===== src/rtl/instr_isa_pkg.sv =====
// Shared ISA definitions for the instruction memory loader: field widths,
// opcode constants, loader states and the decoded field bundle.
package instr_isa_pkg;

  localparam int unsigned OPC_W  = 2;
  localparam int unsigned REG_W  = 3;
  localparam int unsigned JOFF_W = 6;
  localparam int unsigned WORD_W = 8;
  localparam int unsigned PAGE_W = WORD_W - JOFF_W;

  localparam logic [OPC_W-1:0] OP_0   = 2'b00;
  localparam logic [OPC_W-1:0] OP_1   = 2'b01;
  localparam logic [OPC_W-1:0] OP_2   = 2'b10;
  localparam logic [OPC_W-1:0] OP_JMP = 2'b11;

  typedef enum logic [2:0] {
    IDLE,
    ACCEPT,
    WRITE,
    VREAD,
    VCMP,
    DONE
  } state_e;

  typedef struct packed {
    logic [OPC_W-1:0]  opcode;
    logic [REG_W-1:0]  rdest;
    logic [REG_W-1:0]  rsrc;
    logic [WORD_W-1:0] jump_target;
  } instr_fields_t;

endpackage


===== src/rtl/instr_encoder.sv =====
// Packs decoded fields into an 8-bit instruction word and checks that a jump
// target lies in the page fetch will rebuild it from ({pc[7:6], instr[5:0]}).
module instr_encoder
  import instr_isa_pkg::*;
(
  input  instr_fields_t     fields,
  input  logic [PAGE_W-1:0] page,
  output logic [WORD_W-1:0] word,
  output logic              page_ok
);

  always_comb begin
    word    = {fields.opcode, fields.rdest, fields.rsrc};
    page_ok = 1'b1;
    if (fields.opcode == OP_JMP) begin
      word    = {OP_JMP, fields.jump_target[JOFF_W-1:0]};
      page_ok = (fields.jump_target[WORD_W-1:JOFF_W] == page);
    end
  end

endmodule


===== src/rtl/instr_mem_loader.sv =====
// Sequential program loader for the instruction memory write port.
// Optional read-back check of every written word: INSTR_LOADER_VERIFY_EN.
module instr_mem_loader
  import instr_isa_pkg::*;
#(
  parameter int unsigned DEPTH = 8,
  parameter int unsigned AW    = 8
) (
  input  logic              clk,
  input  logic              reset,
  input  logic              start,
  input  logic [AW-1:0]     base_addr,
  input  logic              in_valid,
  output logic              in_ready,
  input  logic [OPC_W-1:0]  in_opcode,
  input  logic [REG_W-1:0]  in_rdest,
  input  logic [REG_W-1:0]  in_rsrc,
  input  logic [WORD_W-1:0] in_jump_target,
  input  logic              in_last,
  output logic              mem_we,
  output logic [AW-1:0]     mem_waddr,
  output logic [WORD_W-1:0] mem_wdata,
  output logic              busy,
  output logic              done,
  output logic              err_page,
  output logic              err_full,
  output logic [AW-1:0]     words_written
`ifdef INSTR_LOADER_VERIFY_EN
  ,
  output logic [AW-1:0]     mem_raddr,
  input  logic [WORD_W-1:0] mem_rdata,
  output logic              err_verify
`endif
);

  localparam logic [AW-1:0] LAST_ADDR = AW'(DEPTH - 1);
  localparam logic [AW:0]   DEPTH_X   = (AW + 1)'(DEPTH);

  state_e              state_q, state_d;
  logic [AW-1:0]       ptr_q, ptr_d;
  logic                last_q, last_d;
  logic                in_ready_q, in_ready_d;
  logic                mem_we_q, mem_we_d;
  logic [AW-1:0]       mem_waddr_q, mem_waddr_d;
  logic [WORD_W-1:0]   mem_wdata_q, mem_wdata_d;
  logic                busy_q, busy_d;
  logic                done_q, done_d;
  logic                err_page_q, err_page_d;
  logic                err_full_q, err_full_d;
  logic [AW-1:0]       words_q, words_d;
`ifdef INSTR_LOADER_VERIFY_EN
  logic [AW-1:0]       mem_raddr_q, mem_raddr_d;
  logic                err_verify_q, err_verify_d;
`endif

  instr_fields_t       fields;
  logic [WORD_W-1:0]   enc_word;
  logic                enc_page_ok;

  assign fields = '{opcode: in_opcode, rdest: in_rdest, rsrc: in_rsrc,
                    jump_target: in_jump_target};

  instr_encoder u_encoder (
    .fields  (fields),
    .page    (ptr_q[AW-1:AW-PAGE_W]),
    .word    (enc_word),
    .page_ok (enc_page_ok)
  );

  // Next-state and registered-output logic
  always_comb begin
    state_d      = state_q;
    ptr_d        = ptr_q;
    last_d       = last_q;
    mem_waddr_d  = mem_waddr_q;
    mem_wdata_d  = mem_wdata_q;
    busy_d       = busy_q;
    err_page_d   = err_page_q;
    err_full_d   = err_full_q;
    words_d      = words_q;
`ifdef INSTR_LOADER_VERIFY_EN
    mem_raddr_d  = mem_raddr_q;
    err_verify_d = err_verify_q;
`endif

    case (state_q)
      IDLE: begin
        if (start) begin
          ptr_d      = base_addr;
          err_page_d = 1'b0;
          err_full_d = 1'b0;
          words_d    = '0;
          busy_d     = 1'b1;
`ifdef INSTR_LOADER_VERIFY_EN
          err_verify_d = 1'b0;
`endif
          if ({1'b0, base_addr} >= DEPTH_X) begin
            err_full_d = 1'b1;
            state_d    = DONE;
          end else begin
            state_d = ACCEPT;
          end
        end
      end
      ACCEPT: begin
        if (in_valid && in_ready_q) begin
          last_d = in_last;
          if (!enc_page_ok) begin
            err_page_d = 1'b1;
            state_d    = DONE;
          end else begin
            mem_waddr_d = ptr_q;
            mem_wdata_d = enc_word;
            state_d     = WRITE;
          end
        end
      end
      WRITE: begin
        words_d = words_q + AW'(1);
`ifdef INSTR_LOADER_VERIFY_EN
        mem_raddr_d = ptr_q;
        state_d     = VREAD;
`else
        if (last_q) begin
          state_d = DONE;
        end else if (ptr_q == LAST_ADDR) begin
          err_full_d = 1'b1;
          state_d    = DONE;
        end else begin
          ptr_d   = ptr_q + AW'(1);
          state_d = ACCEPT;
        end
`endif
      end
`ifdef INSTR_LOADER_VERIFY_EN
      VREAD: state_d = VCMP;
      VCMP: begin
        if (mem_rdata != mem_wdata_q) begin
          err_verify_d = 1'b1;
          state_d      = DONE;
        end else if (last_q) begin
          state_d = DONE;
        end else if (ptr_q == LAST_ADDR) begin
          err_full_d = 1'b1;
          state_d    = DONE;
        end else begin
          ptr_d   = ptr_q + AW'(1);
          state_d = ACCEPT;
        end
      end
`endif
      DONE: begin
        busy_d  = 1'b0;
        state_d = IDLE;
      end
      default: state_d = IDLE;
    endcase

    // Strobes are decoded from the next state so they line up with it
    in_ready_d = (state_d == ACCEPT);
    mem_we_d   = (state_d == WRITE);
    done_d     = (state_d == DONE);
  end

  always_ff @(posedge clk) begin
    if (reset) begin
      state_q      <= IDLE;
      ptr_q        <= '0;
      last_q       <= 1'b0;
      in_ready_q   <= 1'b0;
      mem_we_q     <= 1'b0;
      mem_waddr_q  <= '0;
      mem_wdata_q  <= '0;
      busy_q       <= 1'b0;
      done_q       <= 1'b0;
      err_page_q   <= 1'b0;
      err_full_q   <= 1'b0;
      words_q      <= '0;
`ifdef INSTR_LOADER_VERIFY_EN
      mem_raddr_q  <= '0;
      err_verify_q <= 1'b0;
`endif
    end else begin
      state_q      <= state_d;
      ptr_q        <= ptr_d;
      last_q       <= last_d;
      in_ready_q   <= in_ready_d;
      mem_we_q     <= mem_we_d;
      mem_waddr_q  <= mem_waddr_d;
      mem_wdata_q  <= mem_wdata_d;
      busy_q       <= busy_d;
      done_q       <= done_d;
      err_page_q   <= err_page_d;
      err_full_q   <= err_full_d;
      words_q      <= words_d;
`ifdef INSTR_LOADER_VERIFY_EN
      mem_raddr_q  <= mem_raddr_d;
      err_verify_q <= err_verify_d;
`endif
    end
  end

  assign in_ready      = in_ready_q;
  assign mem_we        = mem_we_q;
  assign mem_waddr     = mem_waddr_q;
  assign mem_wdata     = mem_wdata_q;
  assign busy          = busy_q;
  assign done          = done_q;
  assign err_page      = err_page_q;
  assign err_full      = err_full_q;
  assign words_written = words_q;
`ifdef INSTR_LOADER_VERIFY_EN
  assign mem_raddr     = mem_raddr_q;
  assign err_verify    = err_verify_q;
`endif

endmodule


===== config.mk =====
export PLATFORM = sky130hd
export DESIGN_NAME = instr_mem_loader
export DESIGN_NICKNAME = d
export VERILOG_FILES = /design/src/rtl/instr_isa_pkg.sv /design/src/rtl/instr_encoder.sv /design/src/rtl/instr_mem_loader.sv
export SDC_FILE = /design/constraint.sdc
export NUM_CORES = 1
export LEC_CHECK = 0
export BUFFER_PORTS_ARGS = -buffer_cell sky130_fd_sc_hd__buf_2
export CORE_MARGIN = 5
export CORE_UTILIZATION = 51
export DETAILED_ROUTE_END_ITERATION = 6
export GPL_ROUTABILITY_DRIVEN = 0
export HOLD_SLACK_MARGIN = 0.12
export PLACE_DENSITY_LB_ADDON = 0.12
export SYNTH_ARGS = -nofsm -noshare
export SYNTH_HDL_FRONTEND = slang
export SYNTH_SLANG_ARGS = --single-unit

===== constraint.sdc =====
create_clock -name clk -period 2.3 [get_ports clk]
set_input_delay 0.115 -clock clk [delete_from_list [all_inputs] [get_ports clk]]
set_output_delay 0.115 -clock clk [all_outputs]
set_load 0.05 [all_outputs]

### After elaboration in Yosys (flattened, before gate mapping)

Cells that the tools add are included.

* logic and storage cells: 68
* memories kept: 0
* memory bits (read-only): 0
* bits in writable memories: 0
* latch bits: 0
* flip-flop bits (word level): 42

* order comparisons: 1
* muxes and demuxes: 26
* reduce and logical (&&, ||, !) cells: 12
* bitwise gates (word level): 0
* eq/ne operators: 15
* $mul: 0
* shift-type cells: 0
* $add $sub $neg: 2
* div/mod/pow operators: 0

Operators by type and width (count)
* $mux W8: 5
* $pmux W8 S2: 2
* $mux W3: 6
* $add A8 B1 Y8 const B: 2
* $ne A2 B2 Y1 const B: 6
* $reduce_and A4 Y1: 3
* $mux W1: 9
* $pmux W3 S3: 1
* $eq A8 B3 Y1 const B: 1
* $ge A8 B4 Y1 const B: 1
* $eq A3 B1 Y1 const B: 2
* $eq A3 B2 Y1 const B: 2
* $eq A3 B3 Y1 const B: 2
* $pmux W1 S2: 3
* $reduce_and A2 Y1: 3
* $reduce_bool A2 Y1: 3
* $logic_not A3 Y1: 1
* $reduce_and A3 Y1: 1
* $eq A2 B2 Y1: 1
* $eq A2 B2 Y1 const B: 1
* $logic_and A1 B1 Y1: 1

### Logic depth before layout (Yosys ltp)

Gate-level depths: netlist of the first run.

* depth in word-level cells: 6
* gate-level depth with buffers: 6

### Modules after synthesis

From an unflattened synthesis of the first run, not the netlist that was laid out.

* cell total of the unflattened synthesis: 228
* area, all modules: 1990.7 µm²

By module, submodules not included
* instr_mem_loader: area an instance 1883.1 µm², instances 1, cells each 216, sequential area each 840.8 µm²
* instr_encoder: area an instance 107.6 µm², instances 1, cells each 12, sequential area each 0.0 µm²

### Worst setup path after synthesis of the first run

Ideal clock, no wire load.

* path type: register to register
* start point: register ptr_q[4]
* end point: register ptr_q[0]
* data required time: 2.181 ns
* stages on the path, launching flop included: 5
* setup time: 0.119 ns
* buffers on the path: 0
* data arrival time: 1.633 ns
* period minus slack after synthesis: 1.752 ns
* slack: 0.548 ns
* path through: dfxtp_1 > or4_4 > nor4_4 > nor3_1 > o221a_2

* word-level cells in the longest chain between the ends: 3

RTL lines
* start, declared: RTL line instr_mem_loader.sv:40 `logic [AW-1:0] ptr_q, ptr_d;`
* start signal, assigned: RTL line instr_mem_loader.sv:185 `ptr_q <= ptr_d;`
* $eq A8 B3 Y1: RTL line instr_mem_loader.sv:126 `end else if (ptr_q == LAST_ADDR) begin`
* $ne A2 B2 Y1 (no source line)
* $reduce_and A4 Y1 (no source line)

No other way between the ends.
A chain may end at the register's enable or synchronous reset.

### Worst setup path after layout of the first run

* start point: register state_q[1]
* end point: register mem_wdata_q[7] (netlist: mem_wdata[7])

* word-level cells in the longest chain between the ends: 2

RTL lines
* start, declared: RTL line instr_mem_loader.sv:39 `state_e state_q, state_d;`
* start signal, assigned: RTL line instr_mem_loader.sv:184 `state_q <= state_d;`
* $eq A3 B1 Y1: RTL line instr_mem_loader.sv:86 `case (state_q)`
* $reduce_and A3 Y1 (no source line)
* end signal, assigned: RTL line instr_mem_loader.sv:190 `mem_wdata_q <= mem_wdata_d;`
* end, declared: RTL line instr_mem_loader.sv:45 `logic [WORD_W-1:0] mem_wdata_q, mem_wdata_d;`

No other way between the ends.

==> results of run 1 <==
==> critical path, stage by stage (launching register included) <==
cell	delay (ns)
dfxtp_1	0.40
or3b_2	0.52
or2_2	0.40
nor2_2	0.31
o221a_2	0.25
==> power groups by stage <==
stage	sequential (W)	combinational (W)	clock, W
after floorplan	0.000827	0.000130	0
after global placement	0.000798	0.000230	0
after detailed placement	0.000798	0.000232	0
after CTS	0.000781	0.000246	0.000451
after global routing	0.000787	0.000272	0.000478
final	0.000782	0.000249	0.000442
==> routing by layer <==
metal / track usage (%) / wire length (microns) / up-vias
li1: - / - / 1036
met1: 31.3 / 2590 / 979
met2: 32.4 / 2500 / 75
met3: 4.27 / 333 / 10
met4: 7.99 / 89 / 0
met5: 0 / 0 / -
==> sequential cells by signal, indices dropped and copies added, names as in the netlist, 3 cells and up <==
register / flops
mem_wdata: 8
ptr_q: 8
words_written: 8
mem_waddr: 8
state_q: 3
==> logic make-up (layout without fill, tap and decap cells) <==
group / after synthesis / count (layout)
simple gates: 100 / 100
buf+inv: 19 / 87
xor+xnor: 2 / 2
mux: 1 / 1
fa+ha+maj: 2 / 2
compound gates: 74 / 74
flops: 42 / 42
==> stage by stage <==
step,hold slack (ns),std cells,setup WS [ns],power [W]
finish,0.125,356,0.363,0.00147
global route,0.131,356,0.246,0.00154
CTS,0.123,356,0.364,0.00148
detailed placement,0.369,339,0.387,0.00103
global placement,0.371,339,0.438,0.00103
floorplan,0.251,240,0.548,0.000957
==> cell usage in the layout, fill, tap and decap left out, types with 8 or more instances in the layout <==
master         netlist  layout
a21oi_1             23      23
nand2_1             32      32
nand3_1             15      15
buf_2                7      58
dfxtp_1             42      42
nor2_1              20      20
dlygate4sd3_1        0      10
buf_4                0       8
nor3_1              13      13
o21ai_0              8       8
a311oi_1             9       9
==> final cells by class <==
cell class,instances,area [sq um],area share [%]
clock buffers,7,76.3,3.02
well taps,48,60.1,2.37
flip-flops and latches,42,841,33.2
multi-input cells,179,1090,43.0
inverters,4,15.0,0.593
repair buffers,76,450,17.8
==> final timing paths <==
kind | start | end | slack (ns) | cells after the start
max | state_q[1] | mem_wdata[7] | 0.36 | 4
min | in_jump_target[3] | mem_wdata[3] | 0.12 | 3
max reg2reg | state_q[1] | mem_wdata[7] | 0.36 | 4
min reg2reg | last_q | last_q | 0.49 | 2
==> what timing repair did <==
item,CTS,global route
hold endpoints to repair,7,0
hold buffers,10,0
gates resized for setup,0,0
==> impl_metrics.csv, run 1 <==
group,metric,value,unit
logic_synthesis,synthTopCellsByCount,"dfxtp_1, nand2_1, a21oi_1",
timing,rsz0062_at_grt,"no",
logic_synthesis,yosysTopAreaCell,"dfxtp_1",
logic_synthesis,yosysUniqueCellTypes,46,
logic_synthesis,syn-num-nets,271,
timing,finalSetupViolations,0,
logic_synthesis,synth_top_family_by_area,"compound AO/OA/AOI/OAI gates",
global_routing,grt_max_degree,33,
power_and_ir_drop,seqPwrFrac,53.1,%
floorplan,pin_count,59,
logic_synthesis,netlist.area_leader.share,41.8,%
floorplan,dieArea,5300,sq um
logic_synthesis,synthFlopType,"dfxtp_1",
floorplan,die_h,72.8,microns
drt,num_vias,2100,
logic_synthesis,synth_compound_area_share,26.3,%
hold_path,hold_path.class,"primary input to flop",
timing,fmax,516,MHz
place,port_buffers,58,
logic_synthesis,muxShareOfSynthArea,0.560,%
logic_synthesis,async_flop_share,0,%
drt,firstDrtPassIters,4,
timing,finalMaxSlewViolations,0,
layout,nets,339,
clock_network,clock_latency,0.29,ns
logic_synthesis,synthXorXnorAreaFrac,0.872,%
timing,worst_slew_pin_slew,0.551,ns
place,dpl.hpwl,3850,microns
power_and_ir_drop,power.density,582,nW/um^2
clock_network,postCtsSetupBuffers,0,
power_and_ir_drop,p_leak,1.02,nW
drt,wl_per_cell,15.5,microns
timing,slew_headroom,63.0,%
layout,syn2layout_area_growth,26.0,%
global_routing,grt_first_pass_wirelength,9250,microns
run_status,status,"complete, no violations",
logic_synthesis,netlist_top_cells_area,"dfxtp_1, nand2_1, a21oi_1, a311oi_1, nand3_1",
timing,finalHoldViolCount,0,
logic_synthesis,synthAdderAreaFrac,1.25,%
logic_synthesis,ys_seq_area_share,41.8,%
clock_network,cts_buffer_depth,2,
logic_synthesis,synth_simple_gate_area_share,25.2,%
clock_network,cts_buffers,5,
clock_network,clkTransAtPathRegs,0.07,ns
global_routing,antenna_found_initial,0,
layout,fillers,346,
power_and_ir_drop,swShare,27.9,%
power_and_ir_drop,p_switching,0.000411,W
layout,drive_gt1_share,29.5,%
layout,antenna_cells,0,
global_routing,grt-ovfl-total,0,
floorplan,design.core.area,3740,sq um
clock_network,root_buffer,"clkbuf_8",
power_and_ir_drop,power.clock.fraction,30.0,%
floorplan,num_rows,22,
drt,wirelength,5510,microns
timing,min_period,1.94,ns
timing,fin_crit_sh,84.2,%
logic_synthesis,synthesis.area,2010,sq um
setup_path,worst_setup_path_start_kind,"flop",
place,place_area,2350,sq um
drt,antenna_left,0,
drt,drt_iter0_markers,155,
setup_path,critPathRequiredTime,2.53,ns
timing,skew,0.00683,ns
logic_synthesis,synth_most_common_cell,"dfxtp_1",
floorplan,start_util,53.7,%
layout,final_area,2530,sq um
setup_path,worst_setup_path_end_kind,"flop",
power_and_ir_drop,pwr-share-comb,16.9,%
drt,vias_per_cell,5.90,
logic_synthesis,synthCells,240,
power_and_ir_drop,peakVddDrop,0.000403,V
setup_path,crit_type,"flop to flop",
power_and_ir_drop,intPower,0.00106,W
floorplan,dieWidth,72.8,microns
setup_path,path_max_fanout,12,
clock_network,clock-sinks,42,
clock_network,htree_levels,2,
clock_network,cts_tree,"yes",
timing,fin_tns_setup,0,ns
run,drv_cap,0,
setup_path,worstPathArrival,2.17,ns
drt,drc_errors,0,
logic_synthesis,synth-seq-cells,42,
logic_synthesis,postSynthAreaPerCell,8.37,sq um
layout,postLayoutCoreUtil,67.6,%
global_routing,grt_pass1_vias,2034,
global_routing,track_usage,21.9,%
logic_synthesis,yosysWarningCount,0,
logic_synthesis,synth_edf_count,0,
Note: power is estimated with default switching activity, not from simulation.
==> run 2, diff against run 1 <==
Settings changed: ABC_AREA set to 1, CORE_UTILIZATION 51 to 46.
Clock period 2.3 ns to 1.6 ns, I/O delays scaled along.
==> impl_metrics.csv, run 2 <==
group,metric,value,unit
run_status,status,"complete, no violations",
clock_network,cts_tree,"yes",
logic_synthesis,yosysWarningCount,0,
layout,syn2layout_area_growth,27.0,%
place,dp_slack,0.0965,ns
logic_synthesis,synth_most_common_cell,"nand2_1",
place,dp.cells,409,
drt,drt_iter0_markers,51,
layout,nets,403,
clock_network,clkTransAtPathRegs,0.08,ns
setup_path,critPathRequiredTime,1.82,ns
logic_synthesis,synth_edf_count,0,
setup_path,worstPathArrival,1.69,ns
clock_network,cts_buffers,5,
power_and_ir_drop,power,0.00238,W
power_and_ir_drop,power.clock.fraction,34.8,%
logic_synthesis,synth-seq-cells,42,
global_routing,antenna_found_initial,0,
logic_synthesis,synthCells,304,
drt,drc_errors,0,
setup_path,worst_setup_path_start_kind,"flop",
logic_synthesis,yosysUniqueCellTypes,29,
logic_synthesis,async_flop_share,0,%
setup_path,reg2reg_to,"ptr_q[4]",
floorplan,dieArea,5840,sq um
timing,hold_ws,0.122,ns
layout,postLayoutCoreUtil,59.6,%
timing,final.setup.worst_slack,0.125,ns
floorplan,start_util,46.9,%
place,port_buffers,58,
run,drv_cap,0,
logic_synthesis,postSynthAreaPerCell,6.67,sq um
timing,finalHoldViolCount,0,
power_and_ir_drop,p_switching,0.000660,W
layout,layout_common_cells,"nand2_1, buf_2, nor2_1",
layout,fillers,429,
logic_synthesis,synthFlopType,"dfxtp_1",
setup_path,path_max_fanout,5,
logic_synthesis,synthTopCellsByCount,"nand2_1, nor2_1, dfxtp_1",
global_routing,grt-ovfl-total,0,
global_routing,track_usage,17.4,%
drt,wirelength,5110,microns
power_and_ir_drop,peakVddDrop,0.000448,V
timing,min_period,1.47,ns
logic_synthesis,yosysTopAreaCell,"dfxtp_1",
floorplan,dieWidth,76.4,microns
drt,wl_per_cell,12.0,microns
drt,num_vias,2075,
setup_path,r2r.worst_path.cells,8,
logic_synthesis,netlist_top_cells_area,"dfxtp_1, nand2_1, nor2_1, o21ai_0, a21oi_1",
setup_path,max_stage_delay,0.38,ns
floorplan,num_rows,24,
clock_network,clock-sinks,42,
setup_path,worstSetupEndpoint,"ptr_q[4]",
setup_path,worstSetupStartpoint,"ptr_q[1]",
floorplan,pin_count,59,
drt,antenna_left,0,
power_and_ir_drop,power.density,922,nW/um^2
floorplan,die_h,76.4,microns
logic_synthesis,ys_seq_area_share,41.5,%
power_and_ir_drop,seqPwrFrac,47.8,%
logic_synthesis,netlist.area_leader.share,41.5,%
floorplan,design.core.area,4320,sq um
drt,vias_per_cell,4.88,
setup_path,rrSetupSlack,0.13,ns
layout,layout_commonest_cell,"nand2_1",
logic_synthesis,synthesis.area,2030,sq um
power_and_ir_drop,p_leak,1.22,nW
timing,finalMaxSlewViolations,0,
global_routing,grt_max_degree,18,
power_and_ir_drop,pwr-share-comb,17.4,%
timing,slew_headroom,77.5,%
clock_network,cts_buffer_depth,2,
hold_path,hold_path.class,"primary input to flop",
place,dpl.hpwl,3670,microns
timing,skew,0.00758,ns
clock_network,root_buffer,"clkbuf_8",
setup_path,crit_type,"flop to flop",
power_and_ir_drop,swShare,27.8,%
clock_network,htree_levels,2,
timing,worst_slew_pin_slew,0.338,ns
setup_path,cp_slowest_cell,"dfxtp_2",
setup_path,worstPathCellList,"ha_2 -> nand2_1 -> nor3_1 -> nand3_1 -> nand2_4 -> buf_12 -> nand2_1 -> a21oi_1",
setup_path,cp_common_cell,"nand2_1",
layout,final_cells,425,
global_routing,grt_first_pass_wirelength,8510,microns
logic_synthesis,syn-num-nets,335,
timing,fin_crit_sh,92.2,%
drt,firstDrtPassIters,4,
layout,antenna_cells,0,
global_routing,grt_pass1_vias,1853,
setup_path,timing.rr.start,"ptr_q[1]",
timing,fmax,678,MHz
power_and_ir_drop,intPower,0.00172,W
layout,drive_gt1_share,24.9,%
clock_network,clock_latency,0.29,ns
timing,finalSetupViolations,0,
setup_path,worst_setup_path_end_kind,"flop",
==> run 2: cell types whose count changed after synthesis, sizes merged, moves of 8 or more <==
cell	previous run	this run
nand2	32	86
nor2	21	59
o21ai	9	32
inv	4	21
a311oi	9	0
nor3	13	5
==> run 2: critical path, delay by kind of cell (launching register included) <==
family          cells  cell delay (ns)
fa+ha+maj           1             0.21
simple gates        5             0.55
flops               1             0.38
buf+inv             1             0.11
compound gates      1             0.15
==> run 2: cell families after synthesis <==
logic type / share of synthesized area, %
adders and majority gates: 1.23
buffers and inverters: 7.71
xor gates and xnor gates: 1.30
DFF: 41.5
and+or+nand+nor: 34.4
AOI/OAI and AO/OA: 13.9
==> run 2: metrics by stage <==
step,TNS (ns),area [sq um]
floorplan,0,2030
global placement,0,2370
detailed placement,0,2370
CTS,0,2530
global route,-0.0242,2580
finish,0,2580
==> run 2: worst min-delay path by stage <==
stage                            from      endpoint  cells past startpoint
floorplan                     in_last        last_q                      2
global placement              in_last        last_q                      3
detailed placement            in_last        last_q                      3
CTS                 in_jump_target[4]  mem_wdata[4]                      5
global route        in_jump_target[4]  mem_wdata[4]                      5
finish                    in_rdest[0]  mem_wdata[3]                      5
==> run 2: timing repair <==
action	in CTS	in global routing
hold endpoints to repair	5	0
buffers inserted	0	3
hold buffers	5	0
setup endpoints to repair	0	7
gates resized for setup	0	5
==> run 2: power groups by stage <==
stage	Combinational [W]	Clock [W]	Sequential, W
6_report	0.000413	0.000827	0.00114
5_1_grt	0.000455	0.000894	0.00114
4_1_cts	0.000388	0.000841	0.00113
3_5_place_dp	0.000375	0	0.00116
3_3_place_gp	0.000373	0	0.00116
2_1_floorplan	0.000214	0	0.00121
==> run 2: per-layer routing <==
layer  vias to the layer above  part of all wire (%)  global-route usage [%]
met2                        53                    45                    27.6
li1                       1099                     -                       -
met4                         0                   1.2                    5.77
met5                         -                     0                       0
met1                       918                    49                    23.4
met3                         5                   5.3                    3.66
==> run 2: final cells by class <==
class	count	area, sq um	area share, %
flip-flops and latches	42	846	32.8
clock buffers	7	76.3	2.96
well taps	52	65.1	2.53
multi-input cells	227	1040	40.3
inverters	22	85.1	3.30
repair buffers	74	435	16.9
clock inverters	1	30.0	1.17
